==> src/rtl/lstm_h_writeback_pkg.sv <==
// rtl/lstm_h_writeback_pkg.sv - shared LSTM types and default widths
//
// Purpose: shared LSTM package. It holds the LSTM packet typedef, the
// write-back FSM state enum and the default h/c widths.
// Configuration: defines the H_NUM macro (node count, default 4) when the
// build does not supply one.
// Ports: none (package).

`ifndef H_NUM
`define H_NUM 4
`endif

package lstm_h_writeback_pkg;

  localparam int DEF_DW = 16;
  localparam int DEF_OW = 8;

  typedef struct packed {
    logic [DEF_DW-1:0] data;
    logic [7:0]        node;
    logic              last;
  } lstm_pkt_t;

  typedef enum logic [0:0] {
    IDLE  = 1'b0,
    DRAIN = 1'b1
  } wb_state_t;

endpackage

==> src/rtl/lstm_sat_trunc.sv <==
// rtl/lstm_sat_trunc.sv - signed DW to OW narrowing (saturate or wrap)
//
// Purpose: narrows one signed fixed-point h element for streaming.
// Configuration: LSTM_WB_SAT_EN defined -> clamp to [-2^(OW-1), 2^(OW-1)-1];
// undefined -> keep the low OW bits (two's-complement wrap).
// Ports:
//   value  - signed DW-bit input element
//   result - signed OW-bit converted element
// DW must be greater than OW.

module lstm_sat_trunc #(
  parameter int DW = 16,
  parameter int OW = 8
) (
  input  logic [DW-1:0] value,
  output logic [OW-1:0] result
);

`ifdef LSTM_WB_SAT_EN
  localparam logic signed [DW-1:0] MAX_V = {{(DW-OW+1){1'b0}}, {(OW-1){1'b1}}};
  localparam logic signed [DW-1:0] MIN_V = {{(DW-OW+1){1'b1}}, {(OW-1){1'b0}}};

  logic signed [DW-1:0] value_s;
  assign value_s = value;

  always_comb begin
    result = value_s[OW-1:0];
    if (value_s > MAX_V) begin
      result = MAX_V[OW-1:0];
    end else if (value_s < MIN_V) begin
      result = MIN_V[OW-1:0];
    end
  end
`else
  // Upper bits are intentionally discarded in wrap mode.
  logic unused_hi;
  assign unused_hi = ^value[DW-1:OW];
  assign result    = value[OW-1:0];
`endif

endmodule

==> src/rtl/lstm_h_writeback.sv <==
// rtl/lstm_h_writeback.sv - LSTM hidden-state capture, feedback and stream-out
//
// Purpose: captures one timestep of node outputs, feeds h/c back at full
// width as the recurrent state, and streams the h vector out one narrowed
// element per handshake.
// Configuration: LSTM_WB_SAT_EN selects saturating narrowing (see
// lstm_sat_trunc); the default build wraps.
// Ports:
//   clock, reset         - rising-edge clock, synchronous active-low reset
//   seq_start            - new sequence: zero recu_h/recu_c/step_cnt
//   cap_valid, cap_ready - capture handshake for h_in/c_in
//   h_in, c_in           - node i at bits [i*DW +: DW]
//   recu_h, recu_c       - registered recurrent state (full DW)
//   out_data/out_valid/out_ready/out_last - element stream, last = node H_NUM-1
//   step_cnt             - timesteps captured since seq_start (wraps)

module lstm_h_writeback
  import lstm_h_writeback_pkg::*;
#(
  parameter int H_NUM = `H_NUM,
  parameter int DW    = DEF_DW,
  parameter int OW    = DEF_OW
) (
  input  logic                clock,
  input  logic                reset,
  input  logic                seq_start,
  input  logic                cap_valid,
  output logic                cap_ready,
  input  logic [H_NUM*DW-1:0] h_in,
  input  logic [H_NUM*DW-1:0] c_in,
  output logic [H_NUM*DW-1:0] recu_h,
  output logic [H_NUM*DW-1:0] recu_c,
  output logic [OW-1:0]       out_data,
  output logic                out_valid,
  input  logic                out_ready,
  output logic                out_last,
  output logic [15:0]         step_cnt
);

  localparam int             IW       = (H_NUM > 1) ? $clog2(H_NUM) : 1;
  localparam logic [IW-1:0]  LAST_IDX = IW'(H_NUM - 1);

  wb_state_t            state_q, state_d;
  logic [IW-1:0]        idx_q;
  logic [H_NUM*DW-1:0]  buf_q;
  logic [H_NUM*DW-1:0]  recu_h_q, recu_c_q;
  logic [15:0]          step_q;
  logic                 capture, xfer;
  logic [DW-1:0]        elem;

  always_ff @(posedge clock) begin
    if (!reset) begin
      state_q <= IDLE;
    end else begin
      state_q <= state_d;
    end
  end

  always_comb begin
    state_d   = state_q;
    cap_ready = 1'b0;
    out_valid = 1'b0;
    out_last  = 1'b0;
    capture   = 1'b0;
    xfer      = 1'b0;
    case (state_q)
      IDLE: begin
        cap_ready = 1'b1;
        if (cap_valid) begin
          capture = 1'b1;
          state_d = DRAIN;
        end
      end
      DRAIN: begin
        out_valid = 1'b1;
        out_last  = (idx_q == LAST_IDX);
        xfer      = out_ready;
        if (out_ready && out_last) begin
          state_d = IDLE;
        end
      end
      default: state_d = IDLE;
    endcase
  end

  // The stream buffer is separate from recu_* so that seq_start can clear
  // the recurrent state without disturbing a drain already in progress.
  always_ff @(posedge clock) begin
    if (!reset) begin
      idx_q    <= '0;
      buf_q    <= '0;
      recu_h_q <= '0;
      recu_c_q <= '0;
      step_q   <= '0;
    end else begin
      if (capture) begin
        buf_q    <= h_in;
        recu_h_q <= h_in;
        recu_c_q <= c_in;
        idx_q    <= '0;
      end else if (xfer) begin
        idx_q <= idx_q + IW'(1);
      end

      // A capture coinciding with seq_start counts as step 1 of the new sequence.
      if (capture && seq_start) begin
        step_q <= 16'd1;
      end else if (seq_start) begin
        recu_h_q <= '0;
        recu_c_q <= '0;
        step_q   <= '0;
      end else if (capture) begin
        step_q <= step_q + 16'd1;
      end
    end
  end

  assign elem = buf_q[idx_q*DW +: DW];

  lstm_sat_trunc #(
    .DW (DW),
    .OW (OW)
  ) u_conv (
    .value  (elem),
    .result (out_data)
  );

  assign recu_h   = recu_h_q;
  assign recu_c   = recu_c_q;
  assign step_cnt = step_q;

endmodule

==> config.mk <==
export PLATFORM = sky130hd
export DESIGN_NAME = lstm_h_writeback
export DESIGN_NICKNAME = d
export VERILOG_FILES = /design/src/rtl/lstm_h_writeback_pkg.sv /design/src/rtl/lstm_sat_trunc.sv /design/src/rtl/lstm_h_writeback.sv
export SDC_FILE = /design/constraint.sdc
export NUM_CORES = 1
export LEC_CHECK = 0
export ABC_AREA = 1
export BUFFER_PORTS_ARGS = -buffer_cell sky130_fd_sc_hd__buf_2
export CELL_PAD_IN_SITES_DETAIL_PLACEMENT = 0
export CELL_PAD_IN_SITES_GLOBAL_PLACEMENT = 1
export CORE_MARGIN = 5
export CORE_UTILIZATION = 25
export CTS_CLUSTER_DIAMETER = 40
export DETAILED_ROUTE_END_ITERATION = 12
export GPL_ROUTABILITY_DRIVEN = 0
export PLACE_DENSITY_LB_ADDON = 0.1
export SLEW_MARGIN = 15
export SYNTH_ARGS = -nofsm -noshare
export SYNTH_HDL_FRONTEND = slang
export SYNTH_SLANG_ARGS = --single-unit
==> constraint.sdc <==
create_clock -name clock -period 3.15 [get_ports clock]
set_input_delay 0.63 -clock clock [delete_from_list [all_inputs] [get_ports clock]]
set_output_delay 0.63 -clock clock [all_outputs]
set_load 0.02 [all_outputs]
==> impl_metrics.tcl <==
set metrics [dict create \
    postRouteAntennaNets 0 \
    regArea_um2 3580 \
    crit_end "out_data[3]" \
    post-route-min-period_ns 2.43 \
    routed_wl_um 22800 \
    cts_root_buffer "clkbuf_16" \
    max_stage_delay_ns 0.36 \
    grt_use_total_pct 15.1 \
    fin_tns_setup_ns 0 \
    first_pass_iters 4 \
    hold_buffers 0 \
    io_buffers 287 \
    multi_input_area_um2 2540 \
    synth_top_area_share_pct 55.6 \
    synth_top_cells_by_area "dfxtp_1, nand2_1, a21oi_1, o21ai_0, nand3_1" \
    endpoint_kind "output pin" \
    core-area_um2 25300 \
    syn_area_um2 6450 \
    die_x_um 171 \
    fin_ws_ns 0.723 \
    yosys_warnings 0 \
    syn_nets 971 \
    synthDistinctLibCells 25 \
    crit_family "buffers and inverters" \
    required_ns 2.52 \
    finalHoldViolCount 0 \
    cp.arrival_ns 1.80 \
    dp_hpwl_um 16100 \
    pre_cts_slack_ns 1.13 \
    routedWlPerCell_um 15.8 \
    antenna_found_initial 3 \
    path_cells "buf_4, inv_1, nor2_1, o22ai_1, buf_2" \
    max_cap_violations 0 \
    cp_slowest_cell "inv_1" \
    worstSkewPairLatency_ns 0.43 \
    tightestPinTransition_ns 0.654 \
    crit_fanout 18 \
    slew_viol_final 0 \
    reg2reg_depth 7 \
    globalRouteOverflowTotal 0 \
    drc 0 \
    r2r-start "state_q" \
    setup_viol 0 \
    status "finished clean" \
    htreeDepth 4 \
    grt_pass1_vias 6105 \
    grt_pass1_wl_um 34700 \
    cts_tree "yes" \
    fillCellCount 2777 \
    max_freq_ghz 0.412 \
    rows 58 \
    grt_max_degree 99 \
    cts.sinks 179 \
    crit_buf_inv 3 \
    vias_per_cell 4.31 \
    synth_top_cell_by_area "dfxtp_1" \
    crit_type "flip-flop to output pin" \
    holdPathStages 2 \
    cellPowerDensity_nw_per_um2 589 \
    ios 288 \
    drive_gt1_share_pct 30.0 \
    p_leak_nw 4.09 \
    syn_to_final_growth_pct 35.8 \
    synth.avg_cell_area_um2 7.72 \
    cts_setup_buffers 0 \
    antenna_cells 0 \
    slew_headroom_pct 56.4 \
    ys_seq_elements 179 \
    fin_worst_skew_ns 0.0129 \
    cp.depth 5 \
    ys_seq_area_share_pct 55.6 \
    grt_setup_unrepaired "no" \
    die-area_um2 29100 \
    cts_buffers 17 \
    initial_utilization_pct 25.5 \
    max-clock-path-buffers 2 \
    synthCells 836 \
    layout.nets 1237 \
    timing.rr.end "buf_q[54]" \
    die_h_um 171 \
    cp-start-kind "flip-flop" \
    critPathLaunch "idx_q[0]" \
    hold_class "primary input to flip-flop" \
    finalCritPeriodShare_pct 77.1 \
    rrSetupSlack_ns 1.35 \
    first_iter_violations 268 \
    num_vias 6230 \
    ctsResizeCount 0 \
    clk_pin_slew_ns 0.07 \
    vdd_ir_drop_max_mv 0.360 \
]
==> synth_stat cells (all sizes together) <==
| master | instances |
|---|---|
| nand2 | 320 |
| dfxtp | 179 |
| a21oi | 103 |
| o21ai | 57 |
| nor2 | 42 |
| nand3 | 38 |
| buf | 35 |
| inv | 23 |
| clkbuf | 16 |
| o22ai | 8 |
| nand4 | 4 |
| a31oi | 3 |
| ha | 2 |
| nor3 | 2 |
| a211oi | 1 |
| a221oi | 1 |
| o21a | 1 |
| xnor2 | 1 |
==> metrics by stage <==
stage | hold slack [ns] | power (mW) | cell area, um2 | instances | util [%]
floorplan | 0.413 | 2.81 | 6450 | 836 | -
global placement | 0.430 | 3.08 | 8180 | 1413 | 32.3
detailed placement | 0.429 | 3.08 | 8180 | 1413 | 32.3
CTS | 0.387 | 5.24 | 8760 | 1445 | 34.6
global route | 0.404 | 5.40 | 8760 | 1445 | 34.6
finish | 0.410 | 5.16 | 8760 | 1445 | 34.6
==> worst register-to-register path: cells and delay by family (launching register included) <==
| family | cells | cell delay [ns] |
|---|---|---|
| flops | 1 | 0.47 |
| buf+inv | 3 | 0.97 |
| simple gates | 4 | 0.32 |
==> cell type report <==
type                       instances  share of cell area (%)
tap                              330                    4.71
timing repair buffer             298                    17.8
clock inverter                    13                    1.59
multi-input combinational        583                    29.0
sequential                       179                    40.9
inverter                          23                    1.00
clock buffer                      19                    5.06
==> worst min path at each step <==
stage	from	to	slack, ns
global route	out_ready	state_q	0.40
detailed placement	buf_q[22]	buf_q[22]	0.43
CTS	out_ready	state_q	0.39
finish	out_ready	state_q	0.41
floorplan	buf_q[32]	buf_q[32]	0.41
global placement	buf_q[21]	buf_q[21]	0.43
==> registers in the layout, summed over array words and instances, names as in the netlist <==
name and cells:
idx_q 2, step_cnt 16, buf_q 32, state_q 1, recu_c 64, recu_h 64
==> cell usage in the layout (no fill, tap or decap), types with 4 or more instances in the layout <==
cell,synthesis,final
o22ai_1,8,8
buf_2,18,287
nand3_1,38,38
a21oi_1,103,103
clkbuf_16,0,17
inv_8,0,4
inv_1,21,21
dfxtp_1,179,179
inv_6,0,4
buf_4,6,8
nor2_1,38,38
nand2_1,320,320
o21ai_0,55,55
nand4_1,4,4
==> report_power, final <==
group,switching (mW),internal (mW)
Combinational,0.388,0.203
Sequential,0.0561,2.37
Clock,1.00,1.14
Total,1.45,3.71
==> metal layers <==
metal / wire length [um] / global-route usage, % / up-vias / part of all wire, %
met5: 33 / 0 / - / 0.14
met4: 309 / 4.34 / 6 / 1.4
met3: 1680 / 4.90 / 19 / 7.4
met2: 10500 / 23.9 / 166 / 46
met1: 10300 / 19.8 / 2804 / 45
li1: - / - / 3235 / -
==> cells by family (layout without fill, tap and decap cells) <==
kind of cell,after synthesis,after routing,synth area share [%]
compound gates,174,174,13.9
xor+xnor,1,1,0.136
fa+ha+maj,2,2,0.388
buf+inv,74,353,5.12
flops,179,179,55.6
simple gates,406,406,24.9
Power figures use the tool's default switching activity.
